==> config.mk <==
export PLATFORM = sky130hd
export DESIGN_NAME = updown_mod_counter
export DESIGN_NICKNAME = d
export VERILOG_FILES = /design/src/rtl/counter_pkg.sv /design/src/rtl/count_prescaler.sv /design/src/rtl/updown_mod_counter.sv
export SDC_FILE = /design/constraint.sdc
export NUM_CORES = 1
export LEC_CHECK = 0
export BUFFER_PORTS_ARGS = -buffer_cell sky130_fd_sc_hd__buf_2
export CAP_MARGIN = 10
export CORE_MARGIN = 2
export CORE_UTILIZATION = 45
export CTS_CLUSTER_SIZE = 8
export DETAILED_ROUTE_END_ITERATION = 10
export PLACE_DENSITY = 0.79
export SLEW_MARGIN = 5
export SYNTH_ARGS = -nofsm -noshare
export SYNTH_HDL_FRONTEND = slang
export SYNTH_SLANG_ARGS = --single-unit
==> constraint.sdc <==
create_clock -name clk -period 4.65 [get_ports clk]
set_input_delay 0.93 -clock clk [delete_from_list [all_inputs] [get_ports clk]]
set_output_delay 0.93 -clock clk [all_outputs]
set_load 0.05 [all_outputs]
==> src/rtl/counter_pkg.sv <==
// Shared constants for the up/down modulo counter family.
package counter_pkg;

  localparam int unsigned CNT_MODE_WRAP = 0;
  localparam int unsigned CNT_MODE_SAT  = 1;

  localparam logic CNT_DIR_DOWN = 1'b0;
  localparam logic CNT_DIR_UP   = 1'b1;

endpackage : counter_pkg

==> src/rtl/count_prescaler.sv <==
// Enable prescaler: cycles 0..PRESCALE-1 on enabled clocks; tick marks the last phase.
module count_prescaler #(
  parameter int unsigned PRESCALE = 1
) (
  input  logic clk,
  input  logic reset,
  input  logic clr,
  input  logic en,
  output logic tick
);

  localparam int unsigned PW   = (PRESCALE > 1) ? $clog2(PRESCALE) : 1;
  localparam logic [PW-1:0] LAST = PW'(PRESCALE - 1);

  if (PRESCALE < 1) begin : g_bad_prescale
    $error("count_prescaler: PRESCALE must be >= 1");
  end

  logic [PW-1:0] cnt_q, cnt_d;

  always_comb begin
    cnt_d = cnt_q;
    if (clr) begin
      cnt_d = '0;
    end else if (en) begin
      cnt_d = (cnt_q == LAST) ? '0 : cnt_q + PW'(1);
    end
  end

  always_ff @(posedge clk) begin
    if (reset) begin
      cnt_q <= '0;
    end else begin
      cnt_q <= cnt_d;
    end
  end

  // With PRESCALE=1 LAST is 0 and the phase never leaves 0, so tick is constant high.
  assign tick = (cnt_q == LAST);

endmodule : count_prescaler

==> src/rtl/updown_mod_counter.sv <==
// Up/down counter modulo MAX_VAL+1 with wrap/saturate boundary mode,
// enable prescaler, clamped load, terminal-count pulse and sticky boundary flag.
module updown_mod_counter
  import counter_pkg::*;
#(
  parameter int unsigned WIDTH    = 8,
  parameter int unsigned MAX_VAL  = (2 ** WIDTH) - 1,
  parameter int unsigned SATURATE = CNT_MODE_WRAP,
  parameter int unsigned PRESCALE = 1
) (
  input  logic             clk,
  input  logic             reset,
  input  logic             en,
  input  logic             up_dn,
  input  logic             load,
  input  logic [WIDTH-1:0] load_val,
  input  logic             clear,
  output logic [WIDTH-1:0] count,
  output logic             tc,
  output logic             ovf
);

  localparam logic [WIDTH-1:0] MAX_W    = WIDTH'(MAX_VAL);
  localparam bit               SAT_MODE = (SATURATE == CNT_MODE_SAT);

  if ((MAX_VAL < 1) || (64'(MAX_VAL) > ((64'(1) << WIDTH) - 64'(1)))) begin : g_bad_max
    $error("updown_mod_counter: MAX_VAL must lie in 1..2**WIDTH-1");
  end
  if (PRESCALE < 1) begin : g_bad_prescale
    $error("updown_mod_counter: PRESCALE must be >= 1");
  end

  logic [WIDTH-1:0] count_q, count_d;
  logic             tc_q, tc_d;
  logic             ovf_q, ovf_d;
  logic             tick_c;
  logic             step_c;

  count_prescaler #(
    .PRESCALE (PRESCALE)
  ) u_prescaler (
    .clk   (clk),
    .reset (reset),
    .clr   (clear | load),
    .en    (en),
    .tick  (tick_c)
  );

  assign step_c = en & tick_c;

  // Next state in priority order clear > load > step > hold; reset is applied in the register.
  always_comb begin
    count_d = count_q;
    tc_d    = 1'b0;
    ovf_d   = ovf_q;
    if (clear) begin
      count_d = '0;
      ovf_d   = 1'b0;
    end else if (load) begin
      count_d = (load_val > MAX_W) ? MAX_W : load_val;
    end else if (step_c) begin
      if (up_dn == CNT_DIR_UP) begin
        if (count_q >= MAX_W) begin
          count_d = SAT_MODE ? MAX_W : '0;
          tc_d    = 1'b1;
          ovf_d   = 1'b1;
        end else begin
          count_d = count_q + WIDTH'(1);
        end
      end else begin
        if (count_q == '0) begin
          count_d = SAT_MODE ? '0 : MAX_W;
          tc_d    = 1'b1;
          ovf_d   = 1'b1;
        end else begin
          count_d = count_q - WIDTH'(1);
        end
      end
    end
  end

  always_ff @(posedge clk) begin
    if (reset) begin
      count_q <= '0;
      tc_q    <= 1'b0;
      ovf_q   <= 1'b0;
    end else begin
      count_q <= count_d;
      tc_q    <= tc_d;
      ovf_q   <= ovf_d;
    end
  end

  assign count = count_q;
  assign tc    = tc_q;
  assign ovf   = ovf_q;

endmodule : updown_mod_counter
# ---- Word-level counts from Yosys, hierarchy flattened
# Cells that the tools add are included.
dict set report op_classes {
  addsub 3
  order_cmp 2
  eq_ne 1
  mux 13
  n_bitwise 5
  reduce_logical 7
}
# operator count
set op_table {}
lappend op_table {{2-to-1 mux 8 bit} 6}
lappend op_table {{adder 8 x 1 -> 8 bit, second input constant} 1}
lappend op_table {{greater-or-equal comparator 8 bit, second input constant} 1}
lappend op_table {{greater-than comparator 8 bit, second input constant} 1}
lappend op_table {{zero test 8 bit} 1}
lappend op_table {{subtractor 8 x 1 -> 8 bit, second input constant} 1}
lappend op_table {{2-to-1 mux 1 bit} 7}
lappend op_table {{AND reduction 4 bit} 1}
lappend op_table {{nonzero test 2 bit} 2}
lappend op_table {{OR reduction 2 bit} 2}
lappend op_table {{OR reduction 4 bit} 1}
lappend op_table {{NOT 1 bit} 3}
lappend op_table {{inequality test 2 x 1 -> 1 bit, second input constant} 1}
lappend op_table {{adder 1 bit, second input constant} 1}
lappend op_table {{AND 1 bit} 1}
lappend op_table {{bitwise OR 1 bit} 1}
dict set report totals {
  ff_bits 11
  in_bits 14
  output_inout_bits 10
}

# ---- Depth between registers and ports, before layout
dict set report depth {
  word_depth 5
  depth_mapped 7
  depth_no_buf 7
}

# ---- Cells and area by module
# From an unflattened synthesis, not the netlist that was laid out.
dict set report hier_totals {
  hier_cells 114
  area_unflattened_um2 894.6
}
# module instances cells_per_inst area_each_um2 seq_area_each_um2
set modules_own_cells {}
lappend modules_own_cells {updown_mod_counter 1 112 883.3 200.2}
lappend modules_own_cells {count_prescaler 1 2 11.3 0.0}

# ---- Worst setup path after synthesis
# No wires, ideal clock.
dict set report synth_path {
  kind {reg-to-reg}
  startpoint {reg count_q[2], in the netlist count[2]}
  endpoint {reg count_q[5], in the netlist count[5]}
  setup_ns 0.127
  arrival_ns 1.891
  path_slack_ns 2.632
  stages_incl_launch_ff 7
  path_buffers 1
  synth_period_minus_slack_ns 2.018
  path_cell_list {dfxtp_1 -> clkbuf_1 -> nand3_1 -> nor2_1 -> xnor2_1 -> nor3_1 -> or3_1}
}
dict set report synth_between {
  elab_chain_cells 5
}
# item line_no
set synth_rtl {}
lappend synth_rtl {{start: declaration} updown_mod_counter.sv:33} ;# logic [WIDTH-1:0] count_q, count_d;
lappend synth_rtl {{start signal: assignment} updown_mod_counter.sv:88} ;# count_q <= count_d;
lappend synth_rtl {{subtractor 8 x 1 -> 8 bit, or another cell as far along} updown_mod_counter.sv:76} ;# count_d = count_q - WIDTH'(1);
lappend synth_rtl {{2-to-1 mux 8 bit (on tied branches)} {updown_mod_counter.sv:71, updown_mod_counter.sv:63}}
lappend synth_rtl {{2-to-1 mux 8 bit *} updown_mod_counter.sv:62} ;# if (up_dn == CNT_DIR_UP) begin
lappend synth_rtl {{2-to-1 mux 8 bit *} updown_mod_counter.sv:61} ;# end else if (step_c) begin
lappend synth_rtl {{2-to-1 mux 8 bit *} updown_mod_counter.sv:59} ;# end else if (load) begin
# Mark *: on every way between the ends. The rest lies on a longest branch, timed or not. The select of a mux whose other input is x is not followed.
# A chain may end at the register's enable or synchronous reset.

# ---- Final worst setup path
dict set report layout_path {
  startpoint {reg count_q[2], in the netlist count[2]}
  endpoint {out count[2]}
}
# item line_no
set layout_lines {}
lappend layout_lines {{end: declaration} updown_mod_counter.sv:18} ;# output logic [WIDTH-1:0] count,
# No word-level cell between the ends.

==> results.cfg <==
[run_status]
status = finished clean

[yosys]
ys_ff_latch = 10
synth_seq_area_share = 0.240
yosys_most_used_dff = dfxtp_1
netlist_area_um2 = 835
ys_warn_count = 0
syn-num-nets = 131
synth-edff-count = 0
avgSynthCellArea_um2 = 7.32
ys_types = 38
async_flop_share = 0
syn_inst = 114

[clocking]
hold_buffers = 0
clkLatencyLatePin_ns = 0.27
clock_path_buffers = 2
cts-root-buf = clkbuf_4
post-cts-setup-buffers = 0
post_cts_resize_count = 0
cts_tree = built
h-tree-depth = 1
numCtsBuffers = 3
clk_pin_slew_ns = 0.07
cts_sinks = 10

[power]
combPwrFrac = 0.303
p_total_mw = 0.229
ir_drop_v = 0.000184
leakagePower_nw = 0.406
p_per_area_nw_per_um2 = 238
switching_share = 0.363
internal_power_mw = 0.146
p_seq_frac = 0.432
pwr-share-clk = 0.265
switchingPower_mw = 0.0832

[global_route]
grt_usage = 0.213
overflow = 0
grt_pass1_wl_um = 3310
grt_pass1_vias = 761
grt_start_max_net_pins = 19
antenna_found_initial = 0

[routing]
wl_um = 2180
drt-wirelength-per-cell_um = 13.9
firstDrtPassIters = 4
vias = 935
drtIter0Drc = 29
drc = 0
ant_nets = 0
viasPerCell = 5.99

[setup_path]
cp-start-kind = flip-flop
critPathArrivalTime_ns = 1.31
critPathKind = reg2out
crit_slowest_cell = dfxtp_1
max_stage_delay_ns = 0.67
critPathBufInv = 1
crit_chain = buf_2
setup.worst_path.end_class = output pin
crit_fanout = 13
worstPathRequired_ns = 3.72
path_delay_family = flip-flops

[timing]
fin_tns_setup_ns = 0
relSlewSlack = 0.631
fmax_mhz = 446
hold_violations = 0
holdWs_ns = 0.444
rsz0062_at_grt = no
worst-slew-pin-transition_ns = 0.553
drv_slew = 0
setup_violations = 0
finalCritPeriodShare = 0.482
skew_ns = 0.00318
layout_min_cycle_time_ns = 2.24

[worst_hold_path]
min_path_type = reg2reg

[placement]
gp_congestion = 0.883
io_buffer_count = 23
placed_cells = 153
dpl.hpwl_um = 1550

[floorplan]
dieHeight_um = 47.1
core_region_area_um2 = 1730
fp-row-count = 15
initial_utilization = 0.483
die-area_um2 = 2220
die_w_um = 47.1
ios = 24

[layout]
fin_nets = 150
drive_gt1_frac = 0.221
post-route-util = 0.559
synthToLayoutAreaGrowth_pct = 15.7
fill_cells = 189
diodes = 0
stdcell_count = 156

[flow_run]
max_cap_violations = 0
cell usage in the layout (no fill, tap or decap), types with 2 or more instances in the layout:
cell | synthesis | final
o31ai_1 | 2 | 2
o41ai_1 | 2 | 2
dfxtp_1 | 10 | 10
nand4_1 | 2 | 2
nor3b_1 | 5 | 5
a21oi_1 | 17 | 17
and2_1 | 2 | 2
inv_1 | 5 | 5
ha_1 | 3 | 3
nor2_1 | 10 | 10
xor2_1 | 2 | 2
nand2_1 | 4 | 4
nor3_1 | 4 | 4
nand3_1 | 4 | 4
xnor2_1 | 4 | 4
clkbuf_4 | 0 | 3
o21a_1 | 2 | 2
o21ai_0 | 7 | 7
buf_2 | 2 | 23
a31oi_1 | 2 | 2
or3_1 | 2 | 2
stage by stage:
step	instance area (um^2)	setup slack, ns
after global routing	966	2.38
after detailed placement	943	2.59
after CTS	966	2.42
after global placement	943	2.63
final	966	2.41
after floorplan	835	2.63
power groups by stage:
stage	sequential, mW	combinational [mW]	clock, mW
final	0.0991	0.0695	0.0608
after floorplan	0.108	0.0437	0
after CTS	0.0988	0.0691	0.0606
after global routing	0.100	0.0766	0.0639
after detailed placement	0.101	0.0688	0
after global placement	0.100	0.0669	0
cell usage after synthesis, types with 3 or more instances:
cell type / number / share of area
a21oi_1: 17 / 0.10
o21ai_0: 7 / 0.042
xnor2_1: 4 / 0.042
nand2_1: 4 / 0.018
nor3b_1: 5 / 0.045
nor3_1: 4 / 0.024
dfxtp_1: 10 / 0.24
clkbuf_1: 6 / 0.027
nand3_1: 4 / 0.024
nor2_1: 10 / 0.045
ha_1: 3 / 0.045
inv_1: 5 / 0.022
path summary, 6_finish.rpt:
kind / start / end / slack (ns) / depth (start not counted)
worst min register to register: ovf / ovf / 0.44 / 1
worst max register to register: count[2] / count[5] / 2.73 / 4
worst min-delay path: ovf / ovf / 0.44 / 1
worst max-delay path: count[2] / count[2] / 2.41 / 1
registers in the layout (all words and copies together) (netlist names):
name	flops
ovf	1
tc	1
count	8
cells by family (layout without fill, tap and decap cells):
family | Yosys count | after routing | share of synthesized area
multiplexers | 1 | 1 | 0.0120
AO/OA/AOI/OAI | 39 | 39 | 0.283
adder cells (fa/ha/maj) | 3 | 3 | 0.0450
XOR/XNOR | 6 | 6 | 0.0630
AND/OR/NAND/NOR | 41 | 41 | 0.289
buffers and inverters | 14 | 31 | 0.0675
flip-flops | 10 | 10 | 0.240
metal layers:
metal / vias to the layer above / wire length [um] / GRT usage
li1: 455 / - / -
met1: 428 / 922 / 0.277
met2: 44 / 1030 / 0.340
met3: 8 / 184 / 0.0731
met4: 0 / 43 / 0.0500
met5: - / 0 / 0
cell type report:
type                       instances  area (um^2)  area share
clock buffer                       3         22.5      0.0233
inverter                           5         18.8      0.0194
multi-input combinational         90          578       0.598
sequential                        10          200       0.207
tap                               25         31.3      0.0324
timing repair buffer              23          115       0.119
Power figures use the tool's default switching activity.
